`config.mk`:
```
export PLATFORM = sky130hd
export DESIGN_NAME = multi_master_bus_arbiter
export DESIGN_NICKNAME = d
export VERILOG_FILES = /design/src/rtl/bus_arbiter_pkg.sv /design/src/rtl/bus_priority_select.sv /design/src/rtl/multi_master_bus_arbiter.sv
export SDC_FILE = /design/constraint.sdc
export NUM_CORES = 1
export LEC_CHECK = 0
export BUFFER_PORTS_ARGS = -buffer_cell sky130_fd_sc_hd__buf_2
export CAP_MARGIN = 40
export CORE_AREA = 4 4 91 85
export DETAILED_ROUTE_END_ITERATION = 10
export DIE_AREA = 0 0 95 89
export SLEW_MARGIN = 10
export SYNTH_ARGS = -nofsm -noshare
export SYNTH_HDL_FRONTEND = slang
export SYNTH_SLANG_ARGS = --single-unit
```
`constraint.sdc`:
```
create_clock -name clock -period 3.1 [get_ports clock]
set_clock_uncertainty 0.1 [all_clocks]
set_input_delay 0.31 -clock clock [delete_from_list [all_inputs] [get_ports clock]]
set_output_delay 0.31 -clock clock [all_outputs]
set_load 0.01 [all_outputs]
```
`src/rtl/bus_arbiter_pkg.sv`:
```
// Shared types and constants for the multi-master bus arbiter.
package bus_arbiter_pkg;

    typedef enum logic [2:0] {
        CPU_OWNS = 3'd0,
        SYNC     = 3'd1,
        HOLD     = 3'd2,
        AEN      = 3'd3,
        MASTER   = 3'd4
    } arb_state_t;

    // Bit positions inside a 4-bit active-low command word.
    localparam int CMD_IOR  = 0;
    localparam int CMD_IOW  = 1;
    localparam int CMD_MEMR = 2;
    localparam int CMD_MEMW = 3;

endpackage

```
`src/rtl/bus_priority_select.sv`:
```
// Combinational winner search over the request vector, fixed or rotating from pointer+1.
module bus_priority_select #(
    parameter int NUM_MASTERS = 4,
    parameter int IDX_WIDTH   = (NUM_MASTERS > 1) ? $clog2(NUM_MASTERS) : 1
) (
    input  logic [NUM_MASTERS-1:0] request,
    input  logic [IDX_WIDTH-1:0]   pointer,
    input  logic                   rotate,
    output logic [IDX_WIDTH-1:0]   index,
    output logic                   valid
);

    int slot;

    always_comb begin
        valid = 1'b0;
        index = '0;
        slot  = 0;
        for (int k = 0; k < NUM_MASTERS; k++) begin
            slot = rotate ? ((int'(pointer) + 1 + k) % NUM_MASTERS) : k;
            if (!valid && request[slot]) begin
                valid = 1'b1;
                index = IDX_WIDTH'(slot);
            end
        end
    end

endmodule

```
`src/rtl/multi_master_bus_arbiter.sv`:
```
// Takes the bus from the 8088 on a passive cycle and hands it to one requesting master,
// sequenced on cpu_clock edges sampled in the clock domain.
//
// state    | meaning
// CPU_OWNS | CPU drives the bus, waiting for a passive unlocked cycle with a request
// SYNC     | winner latched, waiting for the cpu_clock falling edge
// HOLD     | CPU held off, address enables still with the CPU
// AEN      | address_enable_n high, CPU drivers released
// MASTER   | winner acknowledged and driving address/command
module multi_master_bus_arbiter
    import bus_arbiter_pkg::*;
#(
    parameter int NUM_MASTERS     = 4,
    parameter int ADDR_WIDTH      = 20,
    parameter int ROTATE_PRIORITY = 0,
    parameter int GRANT_LIMIT     = 0
) (
    input  logic                              clock,
    input  logic                              reset_n,
    input  logic                              cpu_clock,
    input  logic [2:0]                        processor_status,
    input  logic                              processor_lock_n,
    input  logic [ADDR_WIDTH-1:0]             cpu_address,
    input  logic [NUM_MASTERS-1:0]            master_request,
    input  logic [NUM_MASTERS*ADDR_WIDTH-1:0] master_address,
    input  logic [NUM_MASTERS*4-1:0]          master_command_n,
    output logic [NUM_MASTERS-1:0]            master_acknowledge_n,
    output logic                              address_enable_n,
    output logic                              dma_wait_n,
    output logic [ADDR_WIDTH-1:0]             address,
    output logic [3:0]                        command_n,
    output logic [$clog2(NUM_MASTERS):0]      bus_owner,
    output logic                              grant_overrun
);

    localparam int IDX_WIDTH   = (NUM_MASTERS > 1) ? $clog2(NUM_MASTERS) : 1;
    localparam int OWNER_WIDTH = $clog2(NUM_MASTERS) + 1;
    localparam int CNT_WIDTH   = (GRANT_LIMIT > 0) ? $clog2(GRANT_LIMIT + 1) : 1;
    localparam logic [CNT_WIDTH-1:0] LIMIT = CNT_WIDTH'(GRANT_LIMIT);

    arb_state_t             state;
    logic                   cpu_clock_q;
    logic                   pos_edge;
    logic                   neg_edge;
    logic [IDX_WIDTH-1:0]   winner;
    logic [IDX_WIDTH-1:0]   rotate_ptr;
    logic [IDX_WIDTH-1:0]   sel_index;
    logic                   sel_valid;
    logic                   winner_req;
    logic                   bus_free;
    logic [CNT_WIDTH-1:0]   wd_count;
    logic [CNT_WIDTH-1:0]   wd_next;
    logic [OWNER_WIDTH-1:0] owner_word;

    bus_priority_select #(
        .NUM_MASTERS (NUM_MASTERS),
        .IDX_WIDTH   (IDX_WIDTH)
    ) u_select (
        .request (master_request),
        .pointer (rotate_ptr),
        .rotate  (ROTATE_PRIORITY != 0),
        .index   (sel_index),
        .valid   (sel_valid)
    );

    assign pos_edge   = cpu_clock & ~cpu_clock_q;
    assign neg_edge   = ~cpu_clock & cpu_clock_q;
    assign winner_req = master_request[winner];
    assign bus_free   = (processor_status == 3'b111) && processor_lock_n && sel_valid;
    assign wd_next    = wd_count + 1'b1;

    always_comb begin
        owner_word = '0;
        owner_word[OWNER_WIDTH-1] = 1'b1;
        for (int i = 0; i < OWNER_WIDTH - 1; i++) begin
            owner_word[i] = winner[i];
        end
    end

    // Mux follows the registered state so a reset drops the master off the bus at once.
    assign address   = (state == MASTER) ? master_address[int'(winner)*ADDR_WIDTH +: ADDR_WIDTH]
                                         : cpu_address;
    assign command_n = (state == MASTER) ? master_command_n[int'(winner)*4 +: 4] : 4'b1111;

    always_ff @(posedge clock or negedge reset_n) begin
        if (!reset_n) begin
            state                <= CPU_OWNS;
            cpu_clock_q          <= 1'b0;
            winner               <= '0;
            rotate_ptr           <= IDX_WIDTH'(NUM_MASTERS - 1);
            wd_count             <= '0;
            master_acknowledge_n <= '1;
            address_enable_n     <= 1'b0;
            dma_wait_n           <= 1'b1;
            bus_owner            <= '0;
            grant_overrun        <= 1'b0;
        end else begin
            cpu_clock_q <= cpu_clock;
            case (state)
                CPU_OWNS: begin
                    if (pos_edge && bus_free) begin
                        state         <= SYNC;
                        winner        <= sel_index;
                        grant_overrun <= 1'b0;
                    end
                end
                SYNC: begin
                    if (neg_edge) begin
                        state <= winner_req ? HOLD : CPU_OWNS;
                    end
                end
                HOLD: begin
                    if (pos_edge) begin
                        if (winner_req) begin
                            state            <= AEN;
                            address_enable_n <= 1'b1;
                        end else begin
                            state <= CPU_OWNS;
                        end
                    end
                end
                AEN: begin
                    if (pos_edge) begin
                        if (winner_req) begin
                            state                <= MASTER;
                            dma_wait_n           <= 1'b0;
                            master_acknowledge_n <= ~(NUM_MASTERS'(1) << winner);
                            bus_owner            <= owner_word;
                            rotate_ptr           <= winner;
                            wd_count             <= '0;
                        end else begin
                            state            <= CPU_OWNS;
                            address_enable_n <= 1'b0;
                        end
                    end
                end
                MASTER: begin
                    if (pos_edge) begin
                        if (!winner_req) begin
                            state                <= CPU_OWNS;
                            master_acknowledge_n <= '1;
                            dma_wait_n           <= 1'b1;
                            address_enable_n     <= 1'b0;
                            bus_owner            <= '0;
                        end else if (GRANT_LIMIT != 0 && wd_count != LIMIT) begin
                            // Saturates at the limit; the flag only reports, never releases.
                            wd_count <= wd_next;
                            if (wd_next == LIMIT) begin
                                grant_overrun <= 1'b1;
                            end
                        end
                    end
                end
                default: state <= CPU_OWNS;
            endcase
        end
    end

endmodule

```
### Word level (Yosys, flattened, before mapping)

Index checks and enable logic that the tools add are counted.

* register bits after elaboration: 15
* bits of input ports: 127
* logic and storage cells: 88

* multipliers: 1
* $lt $le $gt $ge: 1
* eq/ne operators: 15
* shift-type cells: 3
* muxes and demuxes: 39
* bitwise operators: 5
* reduce and logical (&&, ||, !) cells: 17

Operator list (number)
* 80-bit by 8-bit indexed part select with 20-bit output: 1
* 3-bit two-way mux: 9
* 20-bit two-way mux: 1
* 4-bit two-way mux: 5
* 2-bit inequality test, second input constant: 9
* 16-bit by 5-bit indexed part select with 4-bit output: 1
* 3-bit case mux with 5 select lines: 1
* 1-bit two-way mux: 14
* 5-bit AND reduction: 2
* 2-bit two-way mux: 4
* 4-bit case mux with 2 select lines: 1
* 3-bit by 2-bit == test with 1-bit output, second input constant: 2
* 3-bit == test, second input constant: 2
* 1-bit logical AND: 6
* 3-bit case mux with 2 select lines: 1
* 6-bit AND reduction: 1
* 2-bit by 3-bit multiplier with 5-bit output, second input constant: 1
* 4-bit inverter: 1
* 1-bit case mux with 2 select lines: 2
* 2-bit nonzero test: 2
* 1-bit by 2-bit << shifter with 4-bit output, first input constant: 1
* 3-bit by 1-bit == test with 1-bit output, second input constant: 1
* 1-bit zero test: 3
* 3-bit zero test: 1
* other kinds (7): 9

### Longest topological paths before layout

Gate-level depths: netlist of run 1.

* depth in word-level cells: 14
* mapped depth: 6
* depth with buffers taken out: 4

### Hierarchy

From an unflattened synthesis of run 1, not the netlist that was laid out.

* cell total of the unflattened synthesis: 180
* area total of the unflattened synthesis: 1979.4 um^2

Modules (own cells, without submodules)
* multi_master_bus_arbiter: instances 1, cells each 145, area each 1747.9 um^2, seq. area each 434.2 um^2
* bus_priority_select: instances 1, cells each 35, area each 231.5 um^2, seq. area each 0.0 um^2

### Least setup slack after synthesis of run 1

Ideal clock, no wire load.

* path type: register to output
* start point: reg winner[0]
* end point: out command_n[0]
* arrival time: 1346 ps
* required time: 2690 ps
* path slack: 1344 ps
* stages on the path, launching flop included: 4
* buffers on the path: 1
* path through: dfrtp_1 > buf_2 > mux4_2 > nand2b_1

* longest elaborated chain between the ends: 2

RTL lines
* start, declared: RTL line multi_master_bus_arbiter.sv:45 `logic [IDX_WIDTH-1:0] winner;`
* start signal, assigned: RTL line multi_master_bus_arbiter.sv:103 `winner <= sel_index;`
* 16-bit by 5-bit indexed part select with 4-bit output: RTL line multi_master_bus_arbiter.sv:83 `assign command_n = (state == MASTER) ? master_command_n[int'(winner)*4 +: 4] : 4'b1111;`
* 4-bit two-way mux: RTL line multi_master_bus_arbiter.sv:83
* end, declared: RTL line multi_master_bus_arbiter.sv:31 `output logic [3:0] command_n,`

No other way between the ends.

### Final worst setup path of run 1

* start point: reg winner[0]
* end point: out address[8]

* longest elaborated chain between the ends: 3

RTL lines
* 2-bit by 3-bit multiplier with 5-bit output: RTL line multi_master_bus_arbiter.sv:81 `assign address = (state == MASTER) ? master_address[int'(winner)*ADDR_WIDTH +: ADDR_WIDTH]`
* 80-bit by 8-bit indexed part select with 20-bit output: RTL line multi_master_bus_arbiter.sv:81
* 20-bit two-way mux: RTL line multi_master_bus_arbiter.sv:81
* end, declared: RTL line multi_master_bus_arbiter.sv:30 `output logic [ADDR_WIDTH-1:0] address,`

No other way between the ends.

==> results.toml, run 1 <==
[status]
status = "finished, final reports clean"

[critical_path]
path_max_fanout = 16
end_kind = "output pin"
regToRegStartpoint = "winner[1]$_DFFE_PN0P_"
r2r_end = "bus_owner[0]$_DFFE_PN0P_"
worstPathArrival_ns = 2.08
cp_top_family = "flip-flops"
path_cells = "buf_4 > mux4_2 > nand2_1 > nand2_1 > buf_2"
cp.buffers_inverters = 2
path_class = "reg -> out"
reg2reg_slack_ns = 0.96
cpMaxStageDelayCell = "dfrtp_2"
worstSetupStartpointType = "register"
required_ns = 2.69
critical_path.most_common_cell = "nand2_1"
worstRegToRegCells = 3
max_stage_delay_ns = 0.70

[synth]
yosys.area_share.simple_pct = 28.7
async_flop_share_pct = 100
synth_xor_area_share_pct = 0
syn-cell-area_sq_um = 1650
syn_nets = 306
synth_compound_area_share_pct = 7.59
synth_edf_count = 0
synth_commonest_cells = "64 x nand2_1, 25 x mux4_2, 10 x dfrtp_1, 8 x a21oi_1"
avgSynthCellArea_sq_um = 9.21
synth_adder_area_share_pct = 0
synthMuxAreaShare_pct = 35.4
synth_top_family_by_area = "multiplexers"
synth_most_common_cell = "nand2_1"
synth_top_area_share_pct = 34.1
synth_cell_types = 38
ys_warn_count = 0
yosysSeqAreaShare_pct = 23.1
yosysTopAreaCell = "mux4_2"
ys.flop_type = "dfrtp_1"
ys_seq_elements = 15
postSynthCellCount = 179
netlist_top_cells_area = "mux4_2 34%, dfrtp_1 15%, nand2_1 15%"

[timing]
max_freq_mhz = 401
rsz0062_at_grt = "false"
setup_viol = 0
hold_viol = 0
timing.final.crit_share_pct = 80.4
finalMaxSlewViolations = 0
period_needed_ns = 2.49
tightest_slew_ns = 0.519
fin_tns_setup_ns = 0
relSlewSlack_pct = 65.4

[die]
ios = 161
core_sq_um = 6820
die_width_um = 95
die_area_sq_um = 8460
start_util_pct = 24.2
die_h_um = 89
rows = 29

[place]
gp_congestion = 0.729
dp.cells = 421
place_hpwl_mm = 5.34
port-buffer-count = 159
placedInstanceArea_sq_um = 2540

[global_route]
grt_pass1_wl_mm = 9.23
grt_overflow_total = 0
antenna_found_initial = 0
gr-usage-all-layers_pct = 13.7
grt_max_degree = 27
grt_pass1_vias = 1912

[detailed_routing]
dr.pass1.iters = 4
via_count = 1948
wl_per_cell_um = 15.4
drc_errors = 0
postRouteAntennaNets = 0
drt-total-wl_mm = 6.54
drtIter0Drc = 39
viasPerCell = 4.57

[hold_path]
min_from = "cpu_clock"
hold_end = "cpu_clock_q$_DFF_PN0_"
min_path_type = "in -> reg"
hold_depth = 1

[cells_and_area]
final_cells = 426
n_antenna_cell = 0
regArea_sq_um = 383
design_area_sq_um = 2590
layout.nets = 461
multi_input_area_sq_um = 1190
layout-drive-gt1-share_pct = 61.3
fillers = 715
syn_to_final_growth_pct = 57.3

[clocking]
cts_tree = "done"
cts_sinks = 15
clockBufferDepth = 2
clk_latency_ns = 0.24
clkSlewWorstSetupHoldPaths_ns = 0.06
cts_max_level = 1
cts_root_buf = "clkbuf_8"
cts_made_buffers = 3

[pwr]
ir_worst_vdd_mv = 0.283
p_leak_nw = 1.32
p_per_area_nw_per_um2 = 449

[run]
maxCapViolCount = 0
==> metal layers <==
metal	vias to the layer above	global-route usage (%)	part of all wire [%]
met5	-	0	0
met4	0	3.67	0.78
met3	4	2.95	11
met2	97	23.8	49
met1	892	17.3	39
li1	955	-	-
==> per-stage QoR <==
step / hold WS, ns / utilization, % / total power, mW / setup WS, ns
after floorplan: -0.0856 / - / 0.803 / 1.34
after global placement: 0.134 / 37.0 / 1.01 / 0.849
after detailed placement: 0.136 / 37.2 / 1.02 / 0.821
after CTS: 0.137 / 38.0 / 1.18 / 0.552
after global routing: 0.138 / 38.0 / 1.26 / 0.433
final: 0.143 / 38.0 / 1.16 / 0.606
==> timing repair <==
action / CTS / global route
hold buffers: 1 / 0
setup buffers: 0 / 0
gates resized for setup: 0 / 0
hold endpoints to repair: 10 / 0
==> flip-flops by register name, indices dropped and copies added, names as in the netlist <==
name and flops:
cpu_clock_q 1, winner 2, address_enable_n 1, state 3
dma_wait_n 1, bus_owner 3, master_acknowledge_n 4
==> how the worst max path moves through the flow <==
stage / start / to / cells past startpoint
5_1_grt: winner[0]$_DFFE_PN0P_ / address[9] / 5
4_1_cts: winner[0]$_DFFE_PN0P_ / address[8] / 5
2_1_floorplan: winner[0]$_DFFE_PN0P_ / command_n[0] / 3
3_5_place_dp: winner[0]$_DFFE_PN0P_ / address[8] / 5
6_report: winner[0]$_DFFE_PN0P_ / address[8] / 5
3_3_place_gp: winner[0]$_DFFE_PN0P_ / address[16] / 5
==> area by class of cell <==
| cell class | instances | area share [%] |
|---|---|---|
| flip-flops and latches | 15 | 14.8 |
| multi-input cells | 147 | 45.9 |
| repair buffers | 165 | 32.8 |
| inverters | 2 | 0.289 |
| clock buffers | 4 | 1.74 |
| well taps | 93 | 4.49 |
==> logic make-up (layout without fill, tap and decap cells) <==
logic type	count (synthesis)	count (layout)
buffers and inverters	17	171
and+or+nand+nor	99	99
DFF	15	15
AOI/OAI and AO/OA	20	20
muxes	27	27
other	1	1
==> power by group <==
part	switching [mW]	internal, mW	leakage [nW]
Combinational	0.268	0.359	1.12
Clock	0.0666	0.0909	0.0228
Sequential	0.107	0.273	0.178
Total	0.441	0.723	1.32
==> placed cells by master (no fill, tap or decap), types with 2 or more instances in the layout <==
cell	n
a31oi_1	2
nand3_1	2
nand2_1	64
a22o_1	2
nor2_2	2
nor2b_1	2
nor2_1	7
nor3_1	4
mux2i_1	2
dfrtp_1	9
mux4_2	25
a21oi_1	8
o21ai_1	2
dfstp_2	5
clkbuf_8	3
inv_1	2
buf_4	4
buf_2	159
nand2b_1	7
(Power assumes the default switching activity.)
==> run 2, diff against run 1 <==
- clock period: 3.1 -> 2.55 ns (I/O delays scaled with it)
==> run 2 against run 1 <==
  * Power increased by 21%
  * Die area unchanged
  * Design area about the same
  * Critical endpoint is now address[15]
  * Global-route usage decreased by 0.76 points
==> results.toml, run 2 (synthesis results as in run 1) <==
[status]
status = "finished, final reports clean"

[cells_and_area]
syn_to_final_growth_pct = 57.1
layout_common_cells = "159 x buf_2, 64 x nand2_1, 25 x mux4_2, 9 x dfrtp_1, 8 x a21oi_1"
n_antenna_cell = 0
finish.utilization_pct = 38.0
top_regs = "master_acknowledge_n (4), bus_owner (3), state (3)"
regMostFlops = "master_acknowledge_n"
layout.nets = 460
fillers = 713
largest_reg_flops = 4
layout_commonest_cell = "buf_2"
layout-drive-gt1-share_pct = 61.1

[clocking]
post_cts_buffers = 0
ctsHoldBuffers = 1
clkSlewWorstSetupHoldPaths_ns = 0.06
cts_made_buffers = 3
cts_tree = "done"
cts_max_level = 1
cts_root_buf = "clkbuf_8"
clockBufferDepth = 2
cts_sinks = 15
clk_latency_ns = 0.24
post_cts_resized = 0

[critical_path]
r2r_end = "bus_owner[1]$_DFFE_PN0P_"
path_cells = "or3b_1 > buf_4 > nand2_1 > nand2_1 > buf_2"
crit_start = "state[1]$_DFFE_PN0P_"
required_ns = 2.19
cp-endpoint = "address[15]"
critical_path.most_common_cell = "nand2_1"
reg2reg_slack_ns = 0.65
max_stage_delay_ns = 0.58
worstSetupStartpointType = "register"
path_max_fanout = 16
path_class = "reg -> out"
regToRegStartpoint = "winner[0]$_DFFE_PN0P_"
worstRegToRegCells = 4
cpMaxStageDelayCell = "or3b_1"
worstPathArrival_ns = 1.84
end_kind = "output pin"

[die]
die_area_sq_um = 8460
die_width_um = 95
ios = 161
die_h_um = 89
start_util_pct = 24.2
core_sq_um = 6820
rows = 29

[global_route]
grt_overflow_total = 0
grt_pass1_wl_mm = 8.72
grt_pass1_vias = 1825
antenna_found_initial = 0
gr-usage-all-layers_pct = 12.9
grt_max_degree = 31

[pwr]
clkPwrFrac_pct = 13.2
p_per_area_nw_per_um2 = 545
combPwrFrac_pct = 57.4
switching_power_mw = 0.527
intPower_mw = 0.885
p_leak_nw = 1.31
ir_worst_vdd_mv = 0.407
netSwitchingFraction_pct = 37.3
sequentialPowerShare_pct = 29.4

[timing]
finalMaxSlewViolations = 0
fin_tns_setup_ns = 0
rsz0062_at_grt = "false"
setup_viol = 0
max_freq_mhz = 457
hold_viol = 0
period_needed_ns = 2.19
timing.final.crit_share_pct = 85.9

[place]
gp_congestion = 0.742
place_hpwl_mm = 5.21
port-buffer-count = 159

[hold_path]
min_path_type = "in -> reg"

[detailed_routing]
dr.pass1.iters = 4
viasPerCell = 4.60
postRouteAntennaNets = 0
drt-total-wl_mm = 6.26
drc_errors = 0
via_count = 1956
drtIter0Drc = 94
wl_per_cell_um = 14.7

[run]
maxCapViolCount = 0
-- run 2: cell types whose count changed in the layout (fill, tap and decap cells not counted), sizes merged --
cell  delta
buf      -1
-- run 2: final cells by class --
class                      count  area [sq um]  area share (%)
multi-input combinational    147          1190            46.0
timing repair buffer         164           848            32.7
sequential                    15           383            14.8
tap                           93           116            4.49
clock buffer                   4          45.0            1.74
inverter                       2          7.51           0.290
-- run 2: how the worst min path moves through the flow --
stage / cells past startpoint / endpoint / startpoint
finish: 1 / cpu_clock_q$_DFF_PN0_ / cpu_clock
global placement: 1 / bus_owner[2]$_DFFE_PN0P_ / reset_n
detailed placement: 1 / bus_owner[2]$_DFFE_PN0P_ / reset_n
floorplan: 0 / address_enable_n$_DFFE_PN0P_ / reset_n
CTS: 1 / cpu_clock_q$_DFF_PN0_ / cpu_clock
global route: 1 / cpu_clock_q$_DFF_PN0_ / cpu_clock
-- run 2: critical path, delay by kind of cell (launching register included) --
| family | cells | cell delay (ns) |
|---|---|---|
| buffers and inverters | 2 | 0.39 |
| flip-flops | 1 | 0.49 |
| AND/OR/NAND/NOR | 3 | 0.71 |
-- run 2: routing by layer --
metal | part of all wire [%] | vias to the layer above | track usage, %
met2 | 51 | 90 | 24.0
met5 | 0 | - | 0
met1 | 38 | 908 | 15.7
met3 | 11 | 2 | 2.86
li1 | - | 956 | -
met4 | 0.14 | 0 | 1.70
-- run 2: power by group through the flow --
stage               Clock, mW  Combinational (mW)  Sequential, mW
floorplan                   0               0.573           0.403
global placement            0               0.812           0.416
detailed placement          0               0.822           0.418
CTS                     0.193               0.824           0.416
global route            0.204               0.888           0.433
finish                  0.186               0.811           0.415
-- run 2: metrics by stage --
stage                     worst slack [ns]  cells  hold slack (ns)  total power [mW]  instance area [sq um]
final                                0.360    425           0.0945              1.41                   2590
after global routing                 0.235    425           0.0949              1.52                   2590
after CTS                            0.334    425           0.0913              1.43                   2590
after detailed placement             0.603    420           0.0817              1.24                   2540
after global placement               0.634    420           0.0793              1.23                   2540
after floorplan                      0.849    179           -0.141             0.976                   1650
==> run 3, diff against run 2 <==
- CAP_MARGIN: 40 -> 20
- REMOVE_ABC_BUFFERS: not set -> 1
==> run 3 against run 2 <==
  * Non-clock buffer count up 2
  * Power up 1.9%
  * First-iteration DRC count down 18%
  * Fmax up 0.75%
  * Critical path type unchanged
  * Largest cell class unchanged
==> results.toml, run 3 (synthesis results as in run 1) <==
[detailed_routing]
via_count = 1952
viasPerCell = 4.57
dr.pass1.iters = 4
wl_per_cell_um = 14.3
drc_errors = 0
drtIter0Drc = 77
drt-total-wl_mm = 6.09
postRouteAntennaNets = 0

[cells_and_area]
layout_common_cells = "159 x buf_2, 64 x nand2_1, 25 x mux4_2, 9 x dfrtp_1, 8 x a21oi_1"
design_area_sq_um = 2620
layout.nets = 462
layout-drive-gt1-share_pct = 61.7
fillers = 727
layout_commonest_cell = "buf_2"
regMostFlops = "master_acknowledge_n"
syn_to_final_growth_pct = 58.9
n_antenna_cell = 0
largest_reg_flops = 4
top_regs = "master_acknowledge_n (4), bus_owner (3), state (3)"

[pwr]
ir_worst_vdd_mv = 0.511
p_leak_nw = 1.33
intPower_mw = 0.896
switching_power_mw = 0.543
sequentialPowerShare_pct = 27.3
netSwitchingFraction_pct = 37.7
p_per_area_nw_per_um2 = 549
combPwrFrac_pct = 59.0
clkPwrFrac_pct = 13.7

[critical_path]
worstRegToRegCells = 5
end_kind = "output pin"
reg2reg_slack_ns = 0.56
path_class = "reg -> out"
path_max_fanout = 13
r2r_end = "bus_owner[1]$_DFFE_PN0P_"
regToRegStartpoint = "state[0]$_DFFE_PN0P_"
worstPathArrival_ns = 1.82
required_ns = 2.19
worstSetupStartpointType = "register"

[clocking]
clk_latency_ns = 0.25
cts_sinks = 15
clkSlewWorstSetupHoldPaths_ns = 0.06
cts_made_buffers = 3
cts_root_buf = "clkbuf_8"
clockBufferDepth = 2
cts_max_level = 1
cts_tree = "done"

[hold_path]
min_path_type = "in -> reg"
hold_depth = 1
hold_end = "cpu_clock_q$_DFF_PN0_"
min_from = "cpu_clock"

[global_route]
gr-usage-all-layers_pct = 14.2
antenna_found_initial = 0
grt_overflow_total = 0
grt_pass1_vias = 1990
grt_pass1_wl_mm = 9.45
grt_max_degree = 32

[die]
die_h_um = 89
start_util_pct = 24.2
ios = 161
die_width_um = 95
core_sq_um = 6820
rows = 29
die_area_sq_um = 8460

[timing]
fin_tns_setup_ns = 0
finalMaxSlewViolations = 0
max_freq_mhz = 460
setup_viol = 0
hold_viol = 0
rsz0062_at_grt = "false"
timing.final.crit_share_pct = 85.3
period_needed_ns = 2.17

[place]
port-buffer-count = 159
placedInstanceArea_sq_um = 2560
gp_congestion = 0.787
place_hpwl_mm = 5.04

[run]
maxCapViolCount = 0

[status]
status = "finished, final reports clean"
## run 3: changes by cell type in the layout (fill, tap and decap cells not counted)
| cell | previous run | this run |
|---|---|---|
| clkinv_2 | 0 | 1 |
| clkbuf_1 | 1 | 0 |
| buf_12 | 1 | 2 |
| buf_4 | 3 | 4 |
## run 3: metal layers
metal / wire length (um) / vias to the layer above / share of wire, % / global-route usage [%]
li1: - / 959 / - / -
met1: 2410 / 896 / 39 / 16.8
met2: 3000 / 92 / 49 / 27.0
met3: 645 / 5 / 11 / 2.95
met4: 41 / 0 / 0.67 / 2.10
met5: 0 / - / 0 / 0
## run 3: final cells by class
type,count,area (sq um),area share (%)
timing repair buffer,166,876,33.4
tap,93,116,4.44
clock inverter,1,5.00,0.191
inverter,2,7.51,0.287
multi-input combinational,147,1190,45.5
sequential,15,383,14.6
clock buffer,3,41.3,1.58
## run 3: worst max path at each step
stage                                startpoint                        to  slack, ns  cells past startpoint
after global placement     state[0]$_DFFE_PN0P_  bus_owner[0]$_DFFE_PN0P_       0.63                      5
after floorplan           winner[0]$_DFFE_PN0P_  bus_owner[0]$_DFFE_PN0P_       0.05                      4
after global routing       state[0]$_DFFE_PN0P_                address[6]       0.28                      5
final                      state[0]$_DFFE_PN0P_                address[0]       0.38                      5
after detailed placement   state[0]$_DFFE_PN0P_  bus_owner[1]$_DFFE_PN0P_       0.56                      5
after CTS                  state[0]$_DFFE_PN0P_                address[0]       0.36                      5
## run 3: power groups by stage
stage / clock network (mW) / logic (mW) / registers (mW)
2_1_floorplan: 0 / 0.428 / 0.503
3_3_place_gp: 0 / 0.852 / 0.394
3_5_place_dp: 0 / 0.867 / 0.397
4_1_cts: 0.205 / 0.869 / 0.395
5_1_grt: 0.216 / 0.945 / 0.408
6_report: 0.197 / 0.848 / 0.393
## run 3: stage by stage
step                setup slack [ns]  utilization, %  power [mW]  hold WS (ns)  instances
CTS                            0.363            38.4        1.47        0.0727        427
finish                         0.376            38.4        1.44        0.0740        427
global placement               0.627            37.6        1.25        0.0858        422
floorplan                     0.0488               -       0.931        -0.141        164
detailed placement             0.563            37.6        1.26        0.0885        422
global route                   0.281            38.4        1.57        0.0907        427
## run 3: worst max-delay path, cell delays in order (launching register included)
cell and delay, ns:
dfrtp_1 0.47, or3b_1 0.60, buf_12 0.24, nand2_1 0.08, nand2_1 0.05, buf_2 0.13
## run 3: timing repair
action,4_1_cts,5_1_grt
resized for setup,0,0
hold buffers,1,0
setup buffers,0,0
hold endpoints to repair,10,0
